[config.mk]
export PLATFORM = sky130hd
export DESIGN_NAME = truth_table_sweeper
export DESIGN_NICKNAME = d
export VERILOG_FILES = /design/src/rtl/cello_sweep_pkg.sv /design/src/rtl/sweep_settle_timer.sv /design/src/rtl/truth_table_sweeper.sv
export SDC_FILE = /design/constraint.sdc
export NUM_CORES = 1
export LEC_CHECK = 0
export ABC_AREA = 1
export ABC_CLOCK_PERIOD_IN_PS = 2130
export BUFFER_PORTS_ARGS = -buffer_cell sky130_fd_sc_hd__buf_2
export CORE_MARGIN = 5
export CORE_UTILIZATION = 50
export DETAILED_ROUTE_END_ITERATION = 12
export GPL_TIMING_DRIVEN = 0
export PLACE_DENSITY = 0.72
export SYNTH_ARGS = -nofsm -noshare
export SYNTH_HDL_FRONTEND = slang
export SYNTH_SLANG_ARGS = --single-unit
[constraint.sdc]
create_clock -name clk -period 2.13 [get_ports clk]
set_input_delay 0.1065 -clock clk [delete_from_list [all_inputs] [get_ports clk]]
set_output_delay 0.1065 -clock clk [all_outputs]
set_load 0.005 [all_outputs]
[src/rtl/cello_sweep_pkg.sv]
// Shared definitions for the truth-table sweeper.
// Holds the sweep FSM state encoding, the number of vectors in a full sweep,
// and the mapping from the vector index to the circuit input drives.
package cello_sweep_pkg;

    // A full sweep of a 4-input circuit covers every input combination.
    localparam int NUM_VECTORS = 16;

    // Vector index bit that drives each circuit input: in1 is the MSB.
    localparam int IN1_BIT = 3;
    localparam int IN2_BIT = 2;
    localparam int IN3_BIT = 1;
    localparam int IN4_BIT = 0;

    typedef enum logic [1:0] {
        ST_IDLE   = 2'd0,
        ST_SETTLE = 2'd1,
        ST_SAMPLE = 2'd2,
        ST_DONE   = 2'd3
    } sweep_state_t;

endpackage

[src/rtl/sweep_settle_timer.sv]
// Settle-delay down-counter for the truth-table sweeper.
// Ports:
//   clk, rst_n  - clock and asynchronous active-low reset
//   load        - load the counter with load_value (takes priority over enable)
//   load_value  - value loaded on load
//   enable      - decrement by one; the count never wraps below zero
//   value       - current count
//   zero        - high while the count is zero
module sweep_settle_timer #(
    parameter int WIDTH = 8
) (
    input  logic             clk,
    input  logic             rst_n,
    input  logic             load,
    input  logic [WIDTH-1:0] load_value,
    input  logic             enable,
    output logic [WIDTH-1:0] value,
    output logic             zero
);

    logic [WIDTH-1:0] count;

    // Load wins over decrement so a reload on the last sample cycle is never
    // lost; the count saturates at zero instead of wrapping.
    always_ff @(posedge clk or negedge rst_n) begin
        if (!rst_n) begin
            count <= '0;
        end else if (load) begin
            count <= load_value;
        end else if (enable && (count != '0)) begin
            count <= count - 1'b1;
        end
    end

    assign value = count;
    assign zero  = (count == '0);

endmodule

[src/rtl/truth_table_sweeper.sv]
// Truth-table sweeper: drives every input vector into an external
// combinational circuit, waits a programmable settle time, samples the
// circuit output and compares the collected truth table with an expected one.
// Ports:
//   clk, rst_n          - clock and asynchronous active-low reset
//   start, abort        - begin a sweep (IDLE only) / cancel a sweep
//   expected_tt         - expected truth table, bit i for vector i
//   settle_cycles       - wait cycles between driving a vector and sampling it
//   circuit_out         - response of the circuit under control
//   in1..in4            - circuit input drives (in1 = MSB of vector index)
//   busy, done          - sweep in progress / one-cycle completion pulse
//   pass                - observed table matched expected on the last sweep
//   observed_tt         - sampled responses, bit i for vector i
//   mismatch_mask       - observed_tt XOR expected_tt, valid from done onward
module truth_table_sweeper
    import cello_sweep_pkg::*;
#(
    parameter int SETTLE_W = 8,
    parameter int NUM_IN   = 4
) (
    input  logic                   clk,
    input  logic                   rst_n,
    input  logic                   start,
    input  logic                   abort,
    input  logic [(2**NUM_IN)-1:0] expected_tt,
    input  logic [SETTLE_W-1:0]    settle_cycles,
    input  logic                   circuit_out,
    output logic                   in1,
    output logic                   in2,
    output logic                   in3,
    output logic                   in4,
    output logic                   busy,
    output logic                   done,
    output logic                   pass,
    output logic [(2**NUM_IN)-1:0] observed_tt,
    output logic [(2**NUM_IN)-1:0] mismatch_mask
);

    localparam int NV = 2**NUM_IN;

    sweep_state_t        state, state_next;
    logic [NUM_IN-1:0]   idx;
    logic [NV-1:0]       expected_q;
    logic [NV-1:0]       obs_next;
    logic [SETTLE_W-1:0] settle_q;
    logic [SETTLE_W-1:0] timer_load_value;
    logic [SETTLE_W-1:0] timer_value;
    logic                timer_load;
    logic                timer_enable;
    logic                timer_zero;
    logic                accept;
    logic                last_vec;

    assign accept   = (state == ST_IDLE) && start && !abort;
    assign last_vec = (idx == NUM_IN'(NV - 1));

    sweep_settle_timer #(
        .WIDTH (SETTLE_W)
    ) u_settle_timer (
        .clk        (clk),
        .rst_n      (rst_n),
        .load       (timer_load),
        .load_value (timer_load_value),
        .enable     (timer_enable),
        .value      (timer_value),
        .zero       (timer_zero)
    );

    // State register.
    always_ff @(posedge clk or negedge rst_n) begin
        if (!rst_n) begin
            state <= ST_IDLE;
        end else begin
            state <= state_next;
        end
    end

    // Next-state and settle-timer control. The first load of a sweep takes
    // settle_cycles straight from the port because the latched copy is only
    // written on the same edge; later reloads use the latched copy.
    always_comb begin
        state_next       = state;
        timer_load       = 1'b0;
        timer_enable     = 1'b0;
        timer_load_value = settle_q;
        case (state)
            ST_IDLE: begin
                if (accept) begin
                    state_next       = ST_SETTLE;
                    timer_load       = 1'b1;
                    timer_load_value = settle_cycles;
                end
            end
            ST_SETTLE: begin
                if (abort) begin
                    state_next = ST_IDLE;
                end else if (timer_zero) begin
                    state_next = ST_SAMPLE;
                end else begin
                    timer_enable = (timer_value != '0);
                end
            end
            ST_SAMPLE: begin
                if (abort) begin
                    state_next = ST_IDLE;
                end else if (last_vec) begin
                    state_next = ST_DONE;
                end else begin
                    state_next = ST_SETTLE;
                    timer_load = 1'b1;
                end
            end
            ST_DONE: begin
                state_next = ST_IDLE;
            end
            default: begin
                state_next = ST_IDLE;
            end
        endcase
    end

    // Observed table including the bit captured this cycle, so the final
    // verdict can be registered on the same edge that enters DONE.
    always_comb begin
        obs_next      = observed_tt;
        obs_next[idx] = circuit_out;
    end

    // Sweep datapath: vector index, latched configuration, captured table
    // and verdict. idx returns to zero on completion or abort so the circuit
    // inputs rest at 0000 outside a sweep.
    always_ff @(posedge clk or negedge rst_n) begin
        if (!rst_n) begin
            idx           <= '0;
            expected_q    <= '0;
            settle_q      <= '0;
            observed_tt   <= '0;
            pass          <= 1'b0;
            mismatch_mask <= '0;
        end else if (state == ST_IDLE) begin
            if (accept) begin
                idx           <= '0;
                expected_q    <= expected_tt;
                settle_q      <= settle_cycles;
                observed_tt   <= '0;
                pass          <= 1'b0;
                mismatch_mask <= '0;
            end
        end else if (abort) begin
            idx           <= '0;
            pass          <= 1'b0;
            mismatch_mask <= '0;
        end else if (state == ST_SAMPLE) begin
            observed_tt <= obs_next;
            if (last_vec) begin
                idx           <= '0;
                pass          <= (obs_next == expected_q);
                mismatch_mask <= obs_next ^ expected_q;
            end else begin
                idx <= idx + 1'b1;
            end
        end
    end

    assign in1  = idx[IN1_BIT];
    assign in2  = idx[IN2_BIT];
    assign in3  = idx[IN3_BIT];
    assign in4  = idx[IN4_BIT];
    assign busy = (state == ST_SETTLE) || (state == ST_SAMPLE);
    assign done = (state == ST_DONE);

endmodule
==> results of run 1 <==
logic make-up (layout without fill, tap and decap cells):
kind of cell	count (synthesis)	count (layout)	share of synthesized area, %
AOI/OAI and AO/OA	62	62	10.7
xor gates and xnor gates	4	4	0.916
adders and majority gates	13	13	4.25
buffers and inverters	70	178	8.02
DFF	71	71	46.5
and+or+nand+nor	260	260	29.7
worst min-delay path by stage:
stage	from	endpoint	slack (ns)	cells after the start
after floorplan	rst_n	expected_q[0]	-0.19	0
after global placement	expected_tt[7]	expected_q[7]	0.30	3
after detailed placement	rst_n	mismatch_mask[8]	0.30	1
after CTS	expected_tt[10]	expected_q[10]	0.0007	3
after global routing	expected_tt[10]	expected_q[10]	0.02	3
final	expected_tt[10]	expected_q[10]	0.01	3
state kept, by name, indices dropped and copies added (netlist names):
name	cells
settle_q	8
state	2
observed_tt	16
mismatch_mask	16
expected_q	16
pass	1
u_settle_timer.value	8
idx	4
worst register-to-register path, cell delays in order, from the launching register on:
cell and delay (ns):
dfrtp_1 0.41, inv_1 0.11, ha_1 0.27, or2_1 0.24, buf_2 0.19, nand2_2 0.20, buf_2 0.30, o22ai_1 0.13
metrics by stage:
step	cell area, um2	cells	utilization (%)
5_1_grt	4800	687	65.5
4_1_cts	4780	686	65.2
6_report	4800	687	65.5
3_3_place_gp	4280	646	58.4
2_1_floorplan	3820	480	-
3_5_place_dp	4290	646	58.5
layout make-up:
| class | instances | area, um2 |
|---|---|---|
| Clock buffer | 11 | 151 |
| Tap cell | 99 | 124 |
| Buffer | 17 | 113 |
| Clock inverter | 5 | 104 |
| Inverter | 53 | 201 |
| Fill cell | 627 | 2530 |
| Timing Repair Buffer | 92 | 586 |
| Sequential cell | 71 | 1780 |
| Multi-Input combinational cell | 339 | 1740 |
power groups by stage:
stage               Clock (uW)  Sequential [uW]  Combinational (uW)
finish                    1370             1960                2250
global placement             0             1960                2110
floorplan                    0             1920                1570
CTS                       1380             1950                2220
detailed placement           0             1970                2180
global route              1450             2000                2540
repair_timing:
item                                    CTS  global route
hold endpoints to repair                 94             0
hold buffers                             24             0
buffers inserted                          0             1
endpoints found under the setup margin    0            25
gates resized for setup                   0             5
per-layer routing:
| metal | part of all wire, % | routed length, um | up-vias |
|---|---|---|---|
| met5 | 0 | 0 | - |
| met4 | 3.5 | 361 | 0 |
| met3 | 6.8 | 704 | 27 |
| met2 | 45 | 4700 | 129 |
| met1 | 44 | 4580 | 1692 |
| li1 | - | - | 1778 |
cells in the final DEF (no fill, tap or decap), drive strengths merged:
cell type / n
buf: 80
ha: 13
xor2: 4
or2: 2
o21ai: 20
a21oi: 4
nand3b: 6
nor3: 1
clkinv: 2
clkbuf: 16
bufinv: 3
o22ai: 16
a31oi: 1
o211ai: 7
inv: 53
a22o: 13
nor2: 21
dlygate4sd3: 24
nand2: 173
o31ai: 1
nand4: 9
dfrtp: 71
nand3: 48
==> flow_summary.toml, run 1 <==
[status]
status = "finished clean"

[routing]
firstDrtPassIters = 5
routedWlPerCell_um = 15.1
drc_errors = 0
wl_um = 10300
viasPerCell = 5.28
vias = 3626
drt_iter0_markers = 221
ant_nets = 0

[global_routing]
grt_max_degree = 72
grt_use_met1_pct = 30.1
antenna_found_initial = 0
grt_pass1_vias = 3577
grt.overflow.total = 0
grtUsageMet2_pct = 34.6
grt_pass1_wl_um = 17100
busiest_layer = "met2"
gr-usage-all-layers_pct = 22.4
met3_usage_pct = 4.31

[floorplan]
io_pins = 68
rows = 31
die_w_um = 97.5
fp.dieH_um = 97.5
start_util_pct = 52.2
core-area_um2 = 7330
dieArea_um2 = 9500

[critical_path]
path_common_cell = "buf_2"
critPathMaxStageDelay_ns = 0.41
critical_path_arrival_ns = 2.19
path_depth = 7
rr_endpoint = "observed_tt[13]"
endpoint = "observed_tt[13]"
worstSetupStartpointType = "flip-flop"
critPathRequiredTime_ns = 2.34
cp_max_fo = 10
path_delay_family = "buffers and inverters"
rr_startpoint = "state[0]"
setup.worst_path.start = "state[0]"
cp.buffers_inverters = 3
ff2ff_setup_slack_ns = 0.15
r2r_cells = 7
crit_chain = "inv_1, ha_1, or2_1, buf_2, nand2_2, buf_2, o22ai_1"
slowest_stage = "dfrtp_1"
critical_path_class = "reg2reg"
worstSetupEndpointType = "flip-flop"

[yosys]
synth-seq-cells = 71
post_synth_num_cell_types = 34
ys.flop_type = "dfrtp_1"
synth_top_area_share_pct = 46.5
synth_commonest_cells = "171 x nand2_1, 71 x dfrtp_1, 46 x inv_1, 46 x nand3_1, 18 x o21ai_0"
yosysWarnings = 0
synth_edf_count = 0
synth_top_area_cell = "dfrtp_1"
synth_most_common_cell = "nand2_1"
avgSynthCellArea_um2 = 7.97
async_flop_share_pct = 100
synth_area_um2 = 3820
synth.net_count = 522
synth.yosys.seq_area_share_pct = 46.5
synth_area_leaders = "dfrtp_1 46%, nand2_1 17%, nand3_1 6.0%, inv_1 4.5%, ha_1 4.3%"
netlist_instances = 480

[power_and_ir_drop]
swShare_pct = 39.8
total_power_uw = 5570
power_frac_seq_pct = 35.1
leakagePower_uw = 0.00253
power_density_nw_per_um2 = 1160
clkPwrFrac_pct = 24.5
combPwrFrac_pct = 40.4
switchingPower_uw = 2220
p_int_uw = 3350
ir_drop_v = 0.000581

[timing]
slew_violations = 0
finalHoldViolCount = 0
setup_ws_ns = 0.155
timing.hold.ws_ns = 0.0102
worst_slew_pin_slew_ns = 0.896
fin_tns_setup_ns = 0
setup_viol = 0
fmax_mhz = 506
fin_crit_sh_pct = 92.7
finalCriticalPeriod_ns = 1.98
finalClockSkew_ns = 0.0108
relSlewSlack_pct = 40.3

[place]
io_buffers = 67
dpl_worst_slack_ns = 0.0993
hpwl_um = 7380
gp_congestion = 0.889

[finish]
syn_to_final_growth_pct = 25.5
nets = 625
drive_gt1_share_pct = 20.2
n_antenna_cell = 0

[clocking]
cts_buffers = 9
clock_sinks = 71
worstSkewPairLatency_ns = 0.35
cts_tree = "built"
cts_buffer_depth = 2
clk_pin_slew_ns = 0.08
cts_root_buf = "clkbuf_8"
htreeDepth = 3

[hold_path]
hold_path_class = "in2reg"

[run]
maxCapViolCount = 0
Power figures use the tool's default switching activity.
==> run 2: changes to the inputs <==
==> constraint.sdc (replaced) <==
create_clock -name clk -period 2.13 [get_ports clk]
set_input_delay 0.3195 -clock clk [delete_from_list [all_inputs] [get_ports clk]]
set_output_delay 0.3195 -clock clk [all_outputs]
set_load 0.005 [all_outputs]
==> flow_summary.toml, run 2 (synthesized netlist as in run 1, its figures left out) <==
[status]
status = "finished clean"

[global_routing]
antenna_found_initial = 0
gr-usage-all-layers_pct = 22.1
grt_max_degree = 72
grt_pass1_vias = 3528
grt.overflow.total = 0
grt_pass1_wl_um = 16900

[timing]
fmax_mhz = 505
finalHoldViolCount = 0
worst_slew_pin_slew_ns = 0.905
slew_violations = 0
setup_ws_ns = 0.150
finalCriticalPeriod_ns = 1.98
relSlewSlack_pct = 39.7
fin_crit_sh_pct = 93.0
setup_viol = 0
finalClockSkew_ns = 0.00958
timing.hold.ws_ns = 0.0789
fin_tns_setup_ns = 0

[critical_path]
rr_startpoint = "state[0]"
slowest_stage = "dfrtp_1"
cp.buffers_inverters = 3
critical_path_arrival_ns = 2.20
cp_max_fo = 10
crit_chain = "inv_1, ha_1, or2_1, buf_2, nand2_2, buf_2, o22ai_1"
rr_endpoint = "observed_tt[13]"
r2r_cells = 7
critical_path_class = "reg2reg"
worstSetupStartpointType = "flip-flop"
worstSetupEndpointType = "flip-flop"
endpoint = "observed_tt[13]"
path_depth = 7
setup.worst_path.start = "state[0]"
path_common_cell = "buf_2"
critPathMaxStageDelay_ns = 0.41
critPathRequiredTime_ns = 2.35
path_delay_family = "buffers and inverters"
ff2ff_setup_slack_ns = 0.15

[power_and_ir_drop]
power_density_nw_per_um2 = 1210
leakagePower_uw = 0.00243
ir_drop_v = 0.000583

[finish]
utilization_pct = 62.2
most-common-layout-cells = "171 x nand2_1, 72 x buf_2, 70 x dfrtp_1, 46 x inv_1, 46 x nand3_1"
nets = 601
syn_to_final_growth_pct = 19.2
biggestRegsByFlops = "expected_q x16, mismatch_mask x16, observed_tt x16"
n_antenna_cell = 0
drive_gt1_share_pct = 21.1
n_fill_cell = 645
final_common_cell = "nand2_1"

[clocking]
cts_root_buf = "clkbuf_8"
clock_sinks = 71
cts_tree = "built"
cts_buffer_depth = 2
htreeDepth = 3
worstSkewPairLatency_ns = 0.35
clk_pin_slew_ns = 0.08
cts_hold_buf = 0
cts_buffers = 9

[routing]
vias = 3540
drc_errors = 0
routedWlPerCell_um = 15.3
drt_iter0_markers = 163
firstDrtPassIters = 5
ant_nets = 0
viasPerCell = 5.34
wl_um = 10200

[floorplan]
rows = 31
dieArea_um2 = 9500
fp.dieH_um = 97.5
start_util_pct = 52.2
core-area_um2 = 7330
die_w_um = 97.5
io_pins = 68

[place]
hpwl_um = 7380
io_buffers = 67
gp_congestion = 0.889
dpl_worst_slack_ns = 0.0993

[hold_path]
hold_path_class = "in2async"

[run]
maxCapViolCount = 0
## run 2: cell types whose count changed in the layout (fill, tap and decap cells not counted)
| cell | before | now |
|---|---|---|
| dlygate4sd3_1 | 24 | 0 |
## run 2: power breakdown
| group | switching, uW | leakage, uW | internal (uW) |
|---|---|---|---|
| Sequential | 231 | 0.000936 | 1720 |
| Clock | 528 | 0.000130 | 842 |
| Combinational | 1450 | 0.00136 | 761 |
## run 2: area by class of cell
| type | instances | area [um2] | share of cell area (%) |
|---|---|---|---|
| Sequential cell | 71 | 1780 | 39.0 |
| Multi-Input combinational cell | 339 | 1740 | 38.2 |
| Timing Repair Buffer | 68 | 345 | 7.57 |
| Inverter | 53 | 201 | 4.42 |
| Clock buffer | 11 | 151 | 3.32 |
| Tap cell | 99 | 124 | 2.72 |
| Buffer | 17 | 113 | 2.47 |
| Clock inverter | 5 | 104 | 2.28 |
## run 2: timing repair
item / in CTS / in global routing
setup endpoints to repair: 0 / 25
resized for setup: 0 / 5
setup buffers: 0 / 1
## run 2: worst min path at each step
| stage | startpoint | endpoint | cells past startpoint |
|---|---|---|---|
| 6_report | rst_n | mismatch_mask[8] | 1 |
| 5_1_grt | expected_tt[6] | expected_q[6] | 3 |
| 4_1_cts | rst_n | mismatch_mask[8] | 1 |
| 3_5_place_dp | settle_q[6] | settle_q[6] | 2 |
| 3_3_place_gp | pass | pass | 2 |
| 2_1_floorplan | rst_n | expected_q[0] | 0 |
## run 2: metal layers
layer / global-route usage [%] / wire length [um] / up-vias
met5: 0 / 0 / -
li1: - / - / 1733
met1: 30.1 / 4550 / 1645
met3: 4.52 / 678 / 26
met2: 33.4 / 4560 / 136
met4: 11.1 / 371 / 0
## run 2: through the flow
step / cell area [um2] / total power (uW) / std cells
2_1_floorplan: 3820 / 3490 / 480
3_3_place_gp: 4280 / 4070 / 646
3_5_place_dp: 4290 / 4150 / 646
4_1_cts: 4540 / 5510 / 662
5_1_grt: 4560 / 5950 / 663
6_report: 4560 / 5530 / 663
